==> src/rtl/vga_pkg.sv <==
// Shared 640x480@60 raster constants and RRRGGGBB colour helpers.
// Also imported by vga_handler so both sides agree on timing and pixel layout.
package vga_pkg;

    localparam int H_VISIBLE = 640;
    localparam int H_FP      = 16;
    localparam int H_SYNC    = 96;
    localparam int H_BP      = 48;
    localparam int H_TOTAL   = H_VISIBLE + H_FP + H_SYNC + H_BP;

    localparam int V_VISIBLE = 480;
    localparam int V_FP      = 10;
    localparam int V_SYNC    = 2;
    localparam int V_BP      = 33;
    localparam int V_TOTAL   = V_VISIBLE + V_FP + V_SYNC + V_BP;

    localparam logic SYNC_POL   = 1'b0;
    localparam int   PIPE_DELAY = 2;

    // rgb332 field positions inside the 8-bit pixel
    localparam int R_MSB = 7;
    localparam int R_LSB = 5;
    localparam int G_MSB = 4;
    localparam int G_LSB = 2;
    localparam int B_MSB = 1;
    localparam int B_LSB = 0;

    function automatic logic [7:0] expand3to8(input logic [2:0] c);
        return {c, c, c[2:1]};
    endfunction

    function automatic logic [7:0] expand2to8(input logic [1:0] c);
        return {c, c, c, c};
    endfunction

endpackage

==> src/rtl/vga_timing_gen_sync_delay_line.sv <==
// Shift register that delays raster decodes to line up with the returning pixel.
// DEPTH=0 degenerates to a wire.
module sync_delay_line #(
    parameter int WIDTH = 1,
    parameter int DEPTH = 1
) (
    input  logic             vga_clk,
    input  logic             rst_n,
    input  logic [WIDTH-1:0] rst_val,
    input  logic [WIDTH-1:0] din,
    output logic [WIDTH-1:0] dout
);

    generate
        if (DEPTH == 0) begin : g_wire
            assign dout = din;
        end else begin : g_pipe
            logic [WIDTH-1:0] stage [DEPTH];

            always_ff @(posedge vga_clk or negedge rst_n) begin
                if (!rst_n) begin
                    for (int i = 0; i < DEPTH; i++) stage[i] <= rst_val;
                end else begin
                    stage[0] <= din;
                    for (int i = 1; i < DEPTH; i++) stage[i] <= stage[i-1];
                end
            end

            assign dout = stage[DEPTH-1];
        end
    endgenerate

endmodule

==> src/rtl/vga_timing_gen.sv <==
// Free-running raster counters, sync/blank decode aligned to renderer latency,
// and RRRGGGBB -> 8:8:8 expansion into a single output register for the DAC pins.
module vga_timing_gen #(
    parameter int   H_VISIBLE  = vga_pkg::H_VISIBLE,
    parameter int   H_FP       = vga_pkg::H_FP,
    parameter int   H_SYNC     = vga_pkg::H_SYNC,
    parameter int   H_BP       = vga_pkg::H_BP,
    parameter int   V_VISIBLE  = vga_pkg::V_VISIBLE,
    parameter int   V_FP       = vga_pkg::V_FP,
    parameter int   V_SYNC     = vga_pkg::V_SYNC,
    parameter int   V_BP       = vga_pkg::V_BP,
    parameter logic SYNC_POL   = vga_pkg::SYNC_POL,
    parameter int   PIPE_DELAY = vga_pkg::PIPE_DELAY
) (
    input  logic       vga_clk,
    input  logic       rst_n,
    input  logic [7:0] pixel_in,
    output logic [9:0] x,
    output logic [9:0] y,
    output logic       frame_tick,
    output logic       vga_hs,
    output logic       vga_vs,
    output logic       vga_blank_n,
    output logic       vga_sync_n,
    output logic [7:0] vga_r,
    output logic [7:0] vga_g,
    output logic [7:0] vga_b
);

    localparam int H_TOT = H_VISIBLE + H_FP + H_SYNC + H_BP;
    localparam int V_TOT = V_VISIBLE + V_FP + V_SYNC + V_BP;

    localparam logic [9:0] H_LAST   = 10'(H_TOT - 1);
    localparam logic [9:0] V_LAST   = 10'(V_TOT - 1);
    localparam logic [9:0] H_VIS    = 10'(H_VISIBLE);
    localparam logic [9:0] V_VIS    = 10'(V_VISIBLE);
    localparam logic [9:0] HS_START = 10'(H_VISIBLE + H_FP);
    localparam logic [9:0] HS_END   = 10'(H_VISIBLE + H_FP + H_SYNC);
    localparam logic [9:0] VS_START = 10'(V_VISIBLE + V_FP);
    localparam logic [9:0] VS_END   = 10'(V_VISIBLE + V_FP + V_SYNC);

    logic [9:0] h_cnt;
    logic [9:0] v_cnt;
    logic       vis;
    logic       hs_raw;
    logic       vs_raw;
    logic [2:0] dly;

    always_ff @(posedge vga_clk or negedge rst_n) begin
        if (!rst_n) begin
            h_cnt <= '0;
            v_cnt <= '0;
        end else if (h_cnt == H_LAST) begin
            h_cnt <= '0;
            v_cnt <= (v_cnt == V_LAST) ? 10'd0 : v_cnt + 10'd1;
        end else begin
            h_cnt <= h_cnt + 10'd1;
        end
    end

    // Pulse lands the clock after the counters enter the first blank line.
    always_ff @(posedge vga_clk or negedge rst_n) begin
        if (!rst_n) frame_tick <= 1'b0;
        else        frame_tick <= (h_cnt == '0) && (v_cnt == V_VIS);
    end

    assign x = h_cnt;
    assign y = v_cnt;

    assign vis    = (h_cnt < H_VIS) && (v_cnt < V_VIS);
    assign hs_raw = (h_cnt >= HS_START) && (h_cnt < HS_END);
    assign vs_raw = (v_cnt >= VS_START) && (v_cnt < VS_END);

    sync_delay_line #(
        .WIDTH(3),
        .DEPTH(PIPE_DELAY)
    ) u_sync_dly (
        .vga_clk(vga_clk),
        .rst_n  (rst_n),
        .rst_val(3'b000),
        .din    ({vis, hs_raw, vs_raw}),
        .dout   (dly)
    );

    always_ff @(posedge vga_clk or negedge rst_n) begin
        if (!rst_n) begin
            vga_hs      <= ~SYNC_POL;
            vga_vs      <= ~SYNC_POL;
            vga_blank_n <= 1'b0;
            vga_r       <= '0;
            vga_g       <= '0;
            vga_b       <= '0;
        end else begin
            vga_hs      <= dly[1] ^ ~SYNC_POL;
            vga_vs      <= dly[0] ^ ~SYNC_POL;
            vga_blank_n <= dly[2];
            if (dly[2]) begin
                vga_r <= vga_pkg::expand3to8(pixel_in[vga_pkg::R_MSB:vga_pkg::R_LSB]);
                vga_g <= vga_pkg::expand3to8(pixel_in[vga_pkg::G_MSB:vga_pkg::G_LSB]);
                vga_b <= vga_pkg::expand2to8(pixel_in[vga_pkg::B_MSB:vga_pkg::B_LSB]);
            end else begin
                vga_r <= '0;
                vga_g <= '0;
                vga_b <= '0;
            end
        end
    end

    assign vga_sync_n = 1'b0;

endmodule

==> config.mk <==
export PLATFORM = sky130hd
export DESIGN_NAME = vga_timing_gen
export DESIGN_NICKNAME = d
export VERILOG_FILES = /design/src/rtl/vga_pkg.sv /design/src/rtl/vga_timing_gen_sync_delay_line.sv /design/src/rtl/vga_timing_gen.sv
export SDC_FILE = /design/constraint.sdc
export NUM_CORES = 1
export LEC_CHECK = 0
export CELL_PAD_IN_SITES_DETAIL_PLACEMENT = 0
export CELL_PAD_IN_SITES_GLOBAL_PLACEMENT = 2
export CORE_MARGIN = 8
export CORE_UTILIZATION = 25
export DETAILED_ROUTE_END_ITERATION = 12
export PLACE_DENSITY_LB_ADDON = 0.3
export SKIP_LAST_GASP = 1
export SYNTH_ARGS = -nofsm -noshare
export SYNTH_HDL_FRONTEND = slang
export SYNTH_SLANG_ARGS = --single-unit
==> constraint.sdc <==
create_clock -name vga_clk -period 1.5 [get_ports vga_clk]
set_input_delay 0.3 -clock vga_clk [delete_from_list [all_inputs] [get_ports vga_clk]]
set_output_delay 0.3 -clock vga_clk [all_outputs]
set_load 0.05 [all_outputs]
Yosys cells after proc, flatten, opt, wreduce, memory -nomap -nowiden
Index checks and enable logic that the tools add are counted.

word-level totals
  output and inout port bits = 49
  memories kept = 0
  word-level logic and storage cells = 34
  ROM bits = 0
  RAM bits = 0
  register bits = 54
  latch bits = 0

operators by class
  multiply operators = 0
  shift-type cells = 0
  add/subtract/negate cells = 2
  bitwise logic cells = 2
  div/mod/pow operators = 0
  multiplexer cells = 5
  reduce and logical (&&, ||, !) cells = 5
  magnitude comparators = 6
  equality and inequality tests = 3

operators with widths
  operator                                                                               count
  8-bit 2-to-1 mux                                                                       3
  10-bit by 1-bit adder with 10-bit output (second input constant)                       2
  10-bit equality test (second input constant)                                           2
  10-bit < comparator (second input constant)                                            2
  10-bit by 9-bit < comparator with 1-bit output (second input constant)                 2
  10-bit 2-to-1 mux                                                                      2
  10-bit by 9-bit equality test with 1-bit output (second input constant)                1
  10-bit greater-or-equal comparator (second input constant)                             1
  10-bit by 9-bit greater-or-equal comparator with 1-bit output (second input constant)  1
  10-bit logical NOT                                                                     1
  1-bit logical AND                                                                      4
  1-bit NOT                                                                              2

Depth between registers and ports, before layout
  word-level depth = 2
  mapped depth = 6
  depth with buffers taken out = 6

Worst setup path before layout
No wires, ideal clock.

  path type = register to register
  from = register h_cnt[0], in the netlist x[0]
  to = register v_cnt[4], in the netlist y[4]
  path buffers = 0
  library setup time = 0.128 ns
  stages on the path, launching flop included = 6
  arrival time = 1.824 ns
  slack = -0.452 ns
  cell sequence = dfrtp_1 -> ha_1 -> and3_2 -> and4_1 -> nand4_1 -> mux2_1

between the ends
  word-level cells in the longest chain between the ends = 1

RTL lines
  what                    line                  text
  start, declared         vga_timing_gen.sv:42  logic [9:0] h_cnt;
  start signal, assigned  vga_timing_gen.sv:57  h_cnt <= h_cnt + 10'd1;
  10-bit equality test    vga_timing_gen.sv:53  end else if (h_cnt == H_LAST) begin
  end signal, assigned    vga_timing_gen.sv:55  v_cnt <= (v_cnt == V_LAST) ? 10'd0 : v_cnt + 10'd1;
  end, declared           vga_timing_gen.sv:43  logic [9:0] v_cnt;

Every way passes these cells.
A chain may end at the register's enable or synchronous reset.

Final worst setup path
  from = register h_cnt[5], in the netlist x[5]
  to = register v_cnt[3], in the netlist y[3]

Same word-level chain as after synthesis.

==> summary.md <==
| Metric | Value |
|---|---|
| Post-route cell area | 3290 sq um |
| Final period util | 1.03 |
| First-pass DRT Iterations | 4 |
| Final ANT Viol Nets | 0 |
| Detailed-route wire length per cell | 14.1 um |
| Mapped Cells | 156 |
| Commonest cells after routing, fill and taps aside | 49 x buf_12, 30 x buf_4, 22 x dfrtp_1 |
| Final WL | 4650 um |
| Std cell rows | 30 |
| Flop pwr share | 0.436 |
| Clk pin slew, worst setup/hold paths | 0.09 ns |
| Sequential cell area fraction in the yosys report | 0.545 |
| Max-cap violations | 0 |
| Ys async rst share | 1.00 |
| H-tree depth | 2 |
| Worst Setup Slack, final | -0.0512 ns |
| CTS tree | done |
| DRC Markers | 0 |
| Post-layout minimum cycle time | 1.55 ns |
| Die height | 99.6 um |
| Status | complete, but fails checks |
| Dpl hpwl | between 3000 and 4000 um |
| Critical path launch point type | register |
| Most common cell after layout, fill and taps aside | buf_12 |
| CTS sink cnt | 38 |
| Ys Warns | 0 |
| Final setup fails | 3 |
| Port bufs | 57 |
| Pin count of the biggest net entering global routing | 39 |
| CTS root buffer | clkbuf_8 |
| Average cell area after synthesis | 11.2 sq um |
| Overall routing resource usage | 0.0984 |
| Worst hold path depth | 0 |
| Internal portion of total power | approximately 0.0019 W |
| Peak VDD IR | 0.389 mV |
| WS Path Type | register to register |
| IO Pins | 59 |
| RSZ-0062 raised after global routing | true |
| Final clock skew | 0.0124 ns |
| Area of the multi-input gates | between 700 and 800 sq um |
| CTS max path bufs | 2 |
| Vias in the first global route | 1,462 |
| Fin util | 0.484 |
| Ys flop type | dfrtp_1 |
| Post-synth top area share | 0.515 |
| Die W | 99.6 um |
| Clock Power Share | 0.433 |
| Nets@finish | 246 |
| CP arrival | 1.75 ns |
| Max Freq | 645 MHz |
| Remaining global-route overflow | 0 |
| FF/Latch Area | 971 sq um |
| Critical path required time | 1.70 ns |
| Failing checks | setup timing |
| EDFF count, synth | 0 |
| Fillers | 599 |
| Iteration-0 DRC Markers | 54 |
| Routed vias | 1,384 |
| Worst-skew pair later-pin latency | roughly 0.30 ns |
| Pleak | 1.49 nW |
| Final hold slack | approximately 0.35 ns |
| First-pass GRT wire length | 7780 um |
| Syn Nets | 170 |
| Final Max Tran Viols | 0 |
| Layout area overhead | 88.1% |
| Combinational power share | 0.131 |
| Placed Cells | 317 |
| Distinct cell type count after synthesis | 34 |
| Flops & latches, synth | 38 |
| Diodes inserted | 0 |
| R2R cell count | 5 |
| Cell Pwr Density | 739 nW/um^2 |
| Cell Area, Placed | about 3100 sq um |
| Synth area leaders | dfrtp_1 52%, buf_4 7.3%, xor2_1 3.5% |
| Initial antenna violation count | 0 |
| Psw | 0.000577 W |
| Routed vias/inst | 4.21 |
| CTS buffer count | 5 |
| Initial Util | 0.257 |
| Sw Share | 0.237 |
| Hold Path Class | register to register |
| Layout cells sized above 1 | 0.549 |
| Fin. Hold Viols | 0 |
| Post-synthesis instance area | ~1700 sq um |
| Non-filler cells, final | 329 |
| Crit path capture type | register |
| Placer Congestion | 0.784 |
| Yosys top cell by area | dfrtp_1 |
| Die area | 9920 sq um |
| Crit path max fanout | 7 |
| Core area | 6790 sq um |
==> critical path: stages, from the launching register on <==
cell     delay, ns
dfrtp_2       0.42
nor4b_4       0.30
buf_4         0.17
nand4_4       0.18
a21o_2        0.24
a21o_1        0.14
==> per-layer routing <==
metal	vias up	track usage	wire length, um
met2	58	0.147	2130
met1	648	0.126	2160
met4	0	0.0384	33
li1	674	-	-
met5	-	0	0
met3	4	0.0342	328
==> power groups by stage <==
| stage | clock network, W | registers [W] | logic [W] |
|---|---|---|---|
| floorplan | 0 | 0.00110 | 0.000128 |
| global placement | 0 | 0.00108 | 0.000320 |
| detailed placement | 0 | 0.00108 | 0.000322 |
| CTS | 0.00108 | 0.00106 | 0.000324 |
| global route | 0.00113 | 0.00106 | 0.000334 |
| finish | 0.00105 | 0.00106 | 0.000319 |
==> Yosys cell counts, types with 4 or more instances <==
library cell  number
buf_4             17
ha_1               4
xor2_1             7
nor4_1             7
o21ai_0            7
nor3_1             7
dfrtp_1           36
nor2_1             5
inv_1              6
nand2_1           10
and2_1             8
nand3_1           10
==> registers in the layout, indices dropped and copies added (netlist names) <==
register and count:
vga_vs 1, frame_tick 1, vga_hs 1, y 10, vga_b 2, vga_g 3
x 10, u_sync_dly.g_pipe.stage 3, vga_r 3, vga_blank_n 1, u_sync_dly.dout 3
==> cell families after synthesis <==
logic type      after synthesis  share of synthesized area
flops                        38                      0.545
xor+xnor                     10                     0.0501
simple gates                 62                      0.218
other cells                   1                    0.00215
buf+inv                      27                      0.105
mux                           1                    0.00644
fa+ha+maj                     4                     0.0286
compound gates               13                     0.0451
==> layout make-up <==
cell class                 count  share of cell area
timing repair buffer          90               0.399
sequential                    38               0.295
multi-input combinational     91               0.220
tap                           96              0.0365
clock buffer                   5              0.0209
clock inverter                 3              0.0209
inverter                       6             0.00761
==> what timing repair did <==
action / in CTS / in global routing
hold buffers: 1 / 0
setup buffers: 0 / 3
pin swaps: 2 / 10
endpoints found under the hold margin: 36 / 0
setup endpoints to repair: 4 / 12
resized for setup: 1 / 14
==> stage by stage <==
stage / worst slack [ns] / power, W / TNS [ns]
6_report: -0.0512 / 0.00243 / -0.0885
5_1_grt: -0.179 / 0.00253 / -1.21
4_1_cts: -0.0361 / 0.00247 / -0.105
3_5_place_dp: -0.0443 / 0.00140 / -0.108
3_3_place_gp: -0.0110 / 0.00140 / -0.0200
2_1_floorplan: -0.227 / 0.00123 / -1.25
==> path summary, 6_finish.rpt <==
| kind | start | end | slack (ns) |
|---|---|---|---|
| min reg2reg | u_sync_dly.g_pipe.stage[5] | u_sync_dly.dout[2] | 0.35 |
| max in group asynchronous | rst_n | vga_vs | 0.75 |
| max reg2reg | x[5] | y[3] | -0.05 |
| min in group asynchronous | rst_n | y[5] | 0.48 |
| max | x[5] | y[3] | -0.05 |
| min | u_sync_dly.g_pipe.stage[5] | u_sync_dly.dout[2] | 0.35 |
(Power assumes the default switching activity.)
==> RTL edit 1, RTL diff (same flow settings) <==
Set the package constant `SYNC_POL` to 1'b1 (it was 1'b0).
--- a/src/rtl/vga_pkg.sv
+++ b/src/rtl/vga_pkg.sv
@@ -16,3 +16,3 @@
 
-    localparam logic SYNC_POL   = 1'b0;
+    localparam logic SYNC_POL   = 1'b1;
     localparam int   PIPE_DELAY = 2;
Check against the original RTL: not equivalent (Yosys sat finds a counterexample within 4 cycles, from zero or initial values and one cycle with rst_n low).
==> RTL edit 1 against the original RTL <==
The flow still finishes with violations (negative setup slack). Total power is 13% lower. First-iteration DRC count is 54% lower. Wire length is 3.8% lower. Design area is 2.4% lower. Area after synthesis is 0.72% higher. Die area is 0.60% higher. Global-route usage is 0.69 points lower. Sequential share of layout area is 0.56 points higher. Setup slack worse by 0.18 ns. Sequential cell count stayed put. Critical endpoint is now y[2].
==> RTL edit 1: results (changes against the original RTL) <==
| Metric | Value |
|---|---|
| Status | `finished with violations` |
| Failing checks | `negative setup slack` |
| Syn Nets | `169 (-0.59%)` |
| Crit path DAT | `1.92 ns (+0.17 ns)` |
| Met3 Use GR | `3.18% (-0.24 points)` |
| #MultiIn Comb | `90 (-1.1%)` |
| Fin nets | `248 (+0.81%)` |
| Setup WS post-layout | `-0.236 ns (-0.185 ns)` |
| Fraction of area in non-clock buffers | `41.2% (+1.3 points)` |
| # setup viols final | `15 (+12)` |
| Detailed placement HPWL | `3500 µm (about the same)` |
| Global-route wire length before repair | `7220 µm (-7.2%)` |
| Placed cell areas | `0.00302 mm² (-1.3%)` |
| Netlist cell types | `36 (+5.9%)` |
| LEAKAGE | `1.45 nW (-2.1%)` |
| Slowest stage delay, CP | `0.57 ns (+0.15 ns)` |
| DR WL met2 | `1960 µm (-8.0%)` |
| Synth top cells by count | `38 x dfrtp_1, 18 x buf_4, 12 x nor2_1` |
| Post-synthesis xor/xnor area fraction | `6.47% (+1.5 points)` |
| Synth Area in Compound Gates | `3.70% (-0.81 points)` |
| Share of post-route cells with drive strength above 1 | `51.1% (-3.9 points)` |
| Placed cells | `318 (+0.32%)` |
| Clk tree area frac | `2.96% (-1.2 points)` |
| Multi-input logic area | `681 µm² (-5.7%)` |
| GRT Util Overall | `9.15% (-0.69 points)` |
| Setup TNS | `-2.45 ns (-2.36 ns)` |
| Synth area leaders | `dfrtp_1 54%, buf_4 7.7%, xnor2_1 5.0%, and2_1 2.8%, ha_1 2.8%` |
| Die Span X | `99.9 µm (+0.30%)` |
| Post-Layout Inst Area | `0.00321 mm² (-2.4%)` |
| Met3 wire len | `393 µm (+20%)` |
| Met2 GRT Util | `13.9% (-0.82 points)` |
| Syn Inst Count | `155 (-0.64%)` |
| CP max-delay cell | `or4b_4` |
| Final Instance Count excl. Fillers | `331 (+0.61%)` |
| CP max FO | `4 (-3)` |
| Sequential element share of the synthesized area | `54.0% (-0.53 points)` |
| Vias | `1360 (-1.7%)` |
| Non-Clock Buffer Count | `92 (+2.2%)` |
| Gpl congestion | `0.752 (-4.0%)` |
| Worst Skew | `0.00231 ns (-0.0101 ns)` |
| Clk_lat worst skew | `0.28 ns (-0.02 ns)` |
| Place WS | `-0.297 ns (-0.253 ns)` |
| Grt met1 use | `11.6% (-1.0 points)` |
| # clk buffers | `6 (+1)` |
| DR WL/cell | `13.5 µm (-4.4%)` |
| Mux cell area share after synthesis | `0% (-0.64 points)` |
| Fillers | `603 (+0.67%)` |
| Adder-cell share of the synthesized area | `2.84% (-0.020 points)` |
| Metal-1 WL | `2070 µm (-4.1%)` |
| Signal inverters | `7 (+1)` |
| TritonRoute pass-1 iters | `4 (unchanged)` |
| Sequential fraction of total cell area | `30.1% (+0.56 points)` |
## RTL edit 1: path summary, 6_finish.rpt
check,slack (ns),cells after the start,startpoint,endpoint
min in group asynchronous,0.51,2,rst_n,y[9]
setup reg to reg,-0.24,6,x[5],y[2]
max in group asynchronous,0.44,3,rst_n,vga_blank_n
hold / removal,0.35,0,u_sync_dly.g_pipe.stage[3],u_sync_dly.dout[0]
setup / recovery,-0.24,6,x[5],y[2]
hold reg to reg,0.35,0,u_sync_dly.g_pipe.stage[3],u_sync_dly.dout[0]
## RTL edit 1: timing repair
action | in CTS | in global routing
resized for setup | 8 | 5
setup buffers | 0 | 4
pin swaps | 9 | 3
setup endpoints to repair | 16 | 18
gates cloned | 0 | 0
hold endpoints to repair | 20 | 0
hold buffers | 1 | 0
## RTL edit 1: power by group
group / internal [mW] / switching (mW)
Sequential: 1.03 / 0.0262
Combinational: 0.152 / 0.166
Clock: 0.369 / 0.361
==> RTL edit 2, RTL diff (same flow settings) <==
Without the edit above. Put one more register stage on the output `vga_g`, cleared by the reset. The value now appears one clock later. The other outputs are not delayed to match.
--- a/src/rtl/vga_timing_gen.sv
+++ b/src/rtl/vga_timing_gen.sv
@@ -40,2 +40,4 @@
     localparam logic [9:0] VS_END   = 10'(V_VISIBLE + V_FP + V_SYNC);
+
+    logic [7:0] vga_g_s0;
 
@@ -90,3 +92,3 @@
             vga_r       <= '0;
-            vga_g       <= '0;
+            vga_g_s0    <= '0;
             vga_b       <= '0;
@@ -98,3 +100,3 @@
                 vga_r <= vga_pkg::expand3to8(pixel_in[vga_pkg::R_MSB:vga_pkg::R_LSB]);
-                vga_g <= vga_pkg::expand3to8(pixel_in[vga_pkg::G_MSB:vga_pkg::G_LSB]);
+                vga_g_s0 <= vga_pkg::expand3to8(pixel_in[vga_pkg::G_MSB:vga_pkg::G_LSB]);
                 vga_b <= vga_pkg::expand2to8(pixel_in[vga_pkg::B_MSB:vga_pkg::B_LSB]);
@@ -102,3 +104,3 @@
                 vga_r <= '0;
-                vga_g <= '0;
+                vga_g_s0 <= '0;
                 vga_b <= '0;
@@ -110,2 +112,10 @@
 
+    always_ff @(posedge vga_clk or negedge rst_n) begin
+        if (!rst_n) begin
+            vga_g <= '0;
+        end else begin
+            vga_g <= vga_g_s0;
+        end
+    end
+
 endmodule
Behaviour: not the same (a bounded check fails within 4 cycles, from zero or initial values and one cycle with rst_n low).
==> RTL edit 2 against the original RTL <==
Maximum frequency shrank 3.8%. Highest routed layer unchanged. Design area grew 1.7%. Area after synthesis is 4.8% higher. Wire length rose by 4.4%. Count of clock-buffer cells in the layout grew 1. Setup slack got worse by 0.062 ns. Critical endpoint is now y[9]. Largest cell class unchanged. The run still ends with negative setup slack left. Sequential cell count is 3 higher. Global-route usage is essentially flat. Total power down 3.6%.
==> RTL edit 2: results (changes against the original RTL) <==
| Metric | Value |
|---|---|
| Worst Skew | `0.00834 ns (-0.00410 ns)` |
| Fin nets | `254 (+3.3%)` |
| TritonRoute pass-1 iters | `4 (unchanged)` |
| Drt initial violations | `58 (+7.4%)` |
| Syn_area_per_cell | `11.3 µm² (+0.91%)` |
| Failing checks | `negative setup slack` |
| # setup viols final | `6 (+3)` |
| Number of global-route vias before repair | `1484 (+1.5%)` |
| Detailed placement HPWL | `3790 µm (+8.3%)` |
| Placed cell areas | `0.00312 mm² (+1.9%)` |
| Vias | `1407 (+1.7%)` |
| LEAKAGE | `1.45 nW (-2.3%)` |
| Initial antenna violation count | `0 (unchanged)` |
| Root buffer cell | `clkbuf_8` |
| Asr flop ratio synth | `100% (unchanged)` |
| DR WL/cell | `14.3 µm (+1.0%)` |
| CTS buffer count | `5 (unchanged)` |
| Final Hold Viols | `0 (unchanged)` |
| Share of post-route cells with drive strength above 1 | `56.0% (+1.1 points)` |
| VDD IR max | `0.317 mV (-19%)` |
| CTS H-tree depth | `2 (unchanged)` |
| Synth warn | `0 (unchanged)` |
| Synth area leaders | `dfrtp_1 53%, buf_4 7.0%, and2_1 3.1%, dfstp_2 2.9%, xnor2_1 2.9%` |
| Place WS | `-0.0648 ns (-0.0205 ns)` |
| Worst-path clk slew | `0.08 ns` |
| # diodes | `0 (unchanged)` |
| Final Instance Count excl. Fillers | `340 (+3.3%)` |
| Clk_lat worst skew | `0.29 ns` |
| Site Rows | `31 (+3.3%)` |
| Port Buf Inserts | `57 (unchanged)` |
| Global-route wire length before repair | `7860 µm (+1.1%)` |
| GRT Util Overall | `9.84% (about the same)` |
| Final Max Tran Viols | `0 (unchanged)` |
| Crit path DAT | `1.83 ns (+0.08 ns)` |
| Synth top cells by count | `39 x dfrtp_1, 17 x buf_4, 10 x nor2_1` |
| Status | `finished with violations` |
| Gpl congestion | `0.779 (-0.60%)` |
| Netlist cell types | `36 (+5.9%)` |
| Clock Path Buffers | `2 (unchanged)` |
| Placed cells | `325 (+2.5%)` |
| Setup WS post-layout | `-0.113 ns (-0.0616 ns)` |
| Largest net degree at the start of global routing | `18 (-54%)` |
| Worst hold path type | `register to register` |
| CP max FO | `4 (-3)` |
| Sequential element share of the synthesized area | `56.1% (+1.6 points)` |
| Syn Nets | `176 (+3.5%)` |
## RTL edit 2: cell count changes in the layout (fill, tap and decap cells not counted), moves of 3 or more
| cell | before | now |
|---|---|---|
| dfrtp_2 | 14 | 18 |
| nor2_1 | 5 | 9 |
| buf_4 | 30 | 33 |
| inv_1 | 4 | 7 |
| nand2_1 | 10 | 7 |
| nand3_2 | 3 | 0 |
| nand4_1 | 3 | 6 |
| nor3_1 | 5 | 2 |
| nor4_1 | 5 | 2 |
| xnor2_1 | 3 | 6 |
## RTL edit 2: per-layer routing
layer,global-route usage [%],part of all wire [%],vias up
met4,3.09,1.2,0
met3,3.51,7.5,5
met1,12.8,48,666
met2,14.8,44,53
met5,0,0,-
li1,-,-,683
## RTL edit 2: worst paths after layout
path                                         start        to  slack, ns  cells past startpoint
worst min register to register  u_sync_dly.dout[1]    vga_hs       0.35                      1
max in group asynchronous                    rst_n      x[5]       0.54                      3
worst min-delay path            u_sync_dly.dout[1]    vga_hs       0.35                      1
worst max register to register                x[0]      y[9]      -0.11                      5
min in group asynchronous                    rst_n  vga_r[4]       0.47                      2
worst max-delay path                          x[0]      y[9]      -0.11                      5
## RTL edit 2: critical path, stage by stage, from the launching register on
cell	delay, ns
dfrtp_2	0.39
ha_4	0.14
and4_4	0.22
nand4_4	0.12
or4_4	0.55
a21oi_2	0.13
## RTL edit 2: per-stage QoR
stage / TNS, ns / utilization (%)
after floorplan: -1.38 / -
after global placement: -0.0292 / 43.5
after detailed placement: -0.167 / 43.5
after CTS: -0.0456 / 45.6
after global routing: -0.947 / 46.6
final: -0.266 / 46.6
## RTL edit 2: layout make-up
class / instances / area (µm²)
fillers: 661 / 3830
repair buffers: 92 / 1320
flip-flops and latches: 41 / 1050
multi-input cells: 91 / 704
well taps: 99 / 124
clock buffers: 6 / 72.6
clock inverters: 2 / 35.0
inverters: 9 / 33.8
## RTL edit 2: where the power goes
| part | internal, mW | switching, mW | total [mW] |
|---|---|---|---|
| Combinational | 0.155 | 0.168 | 0.323 |
| Sequential | 1.12 | 0.0273 | 1.15 |
| Clock | 0.494 | 0.381 | 0.876 |
| Total | 1.77 | 0.577 | 2.34 |
## RTL edit 2: repair_timing
action | in CTS | in global routing
endpoints found under the hold margin | 13 | 0
setup buffers | 1 | 5
setup endpoints to repair | 6 | 11
resized for setup | 4 | 9
hold buffers | 1 | 0
pin swaps | 3 | 10
## RTL edit 2: kinds of logic after synthesis
kind of cell	after synthesis	synth area share, %
AND/OR/NAND/NOR	63	20.8
flip-flops	41	56.1
buffers and inverters	30	10.2
XOR/XNOR	11	5.26
AO/OA/AOI/OAI	10	3.55
adder cells (fa/ha/maj)	4	2.73
multiplexers	2	1.09
other	1	0.205
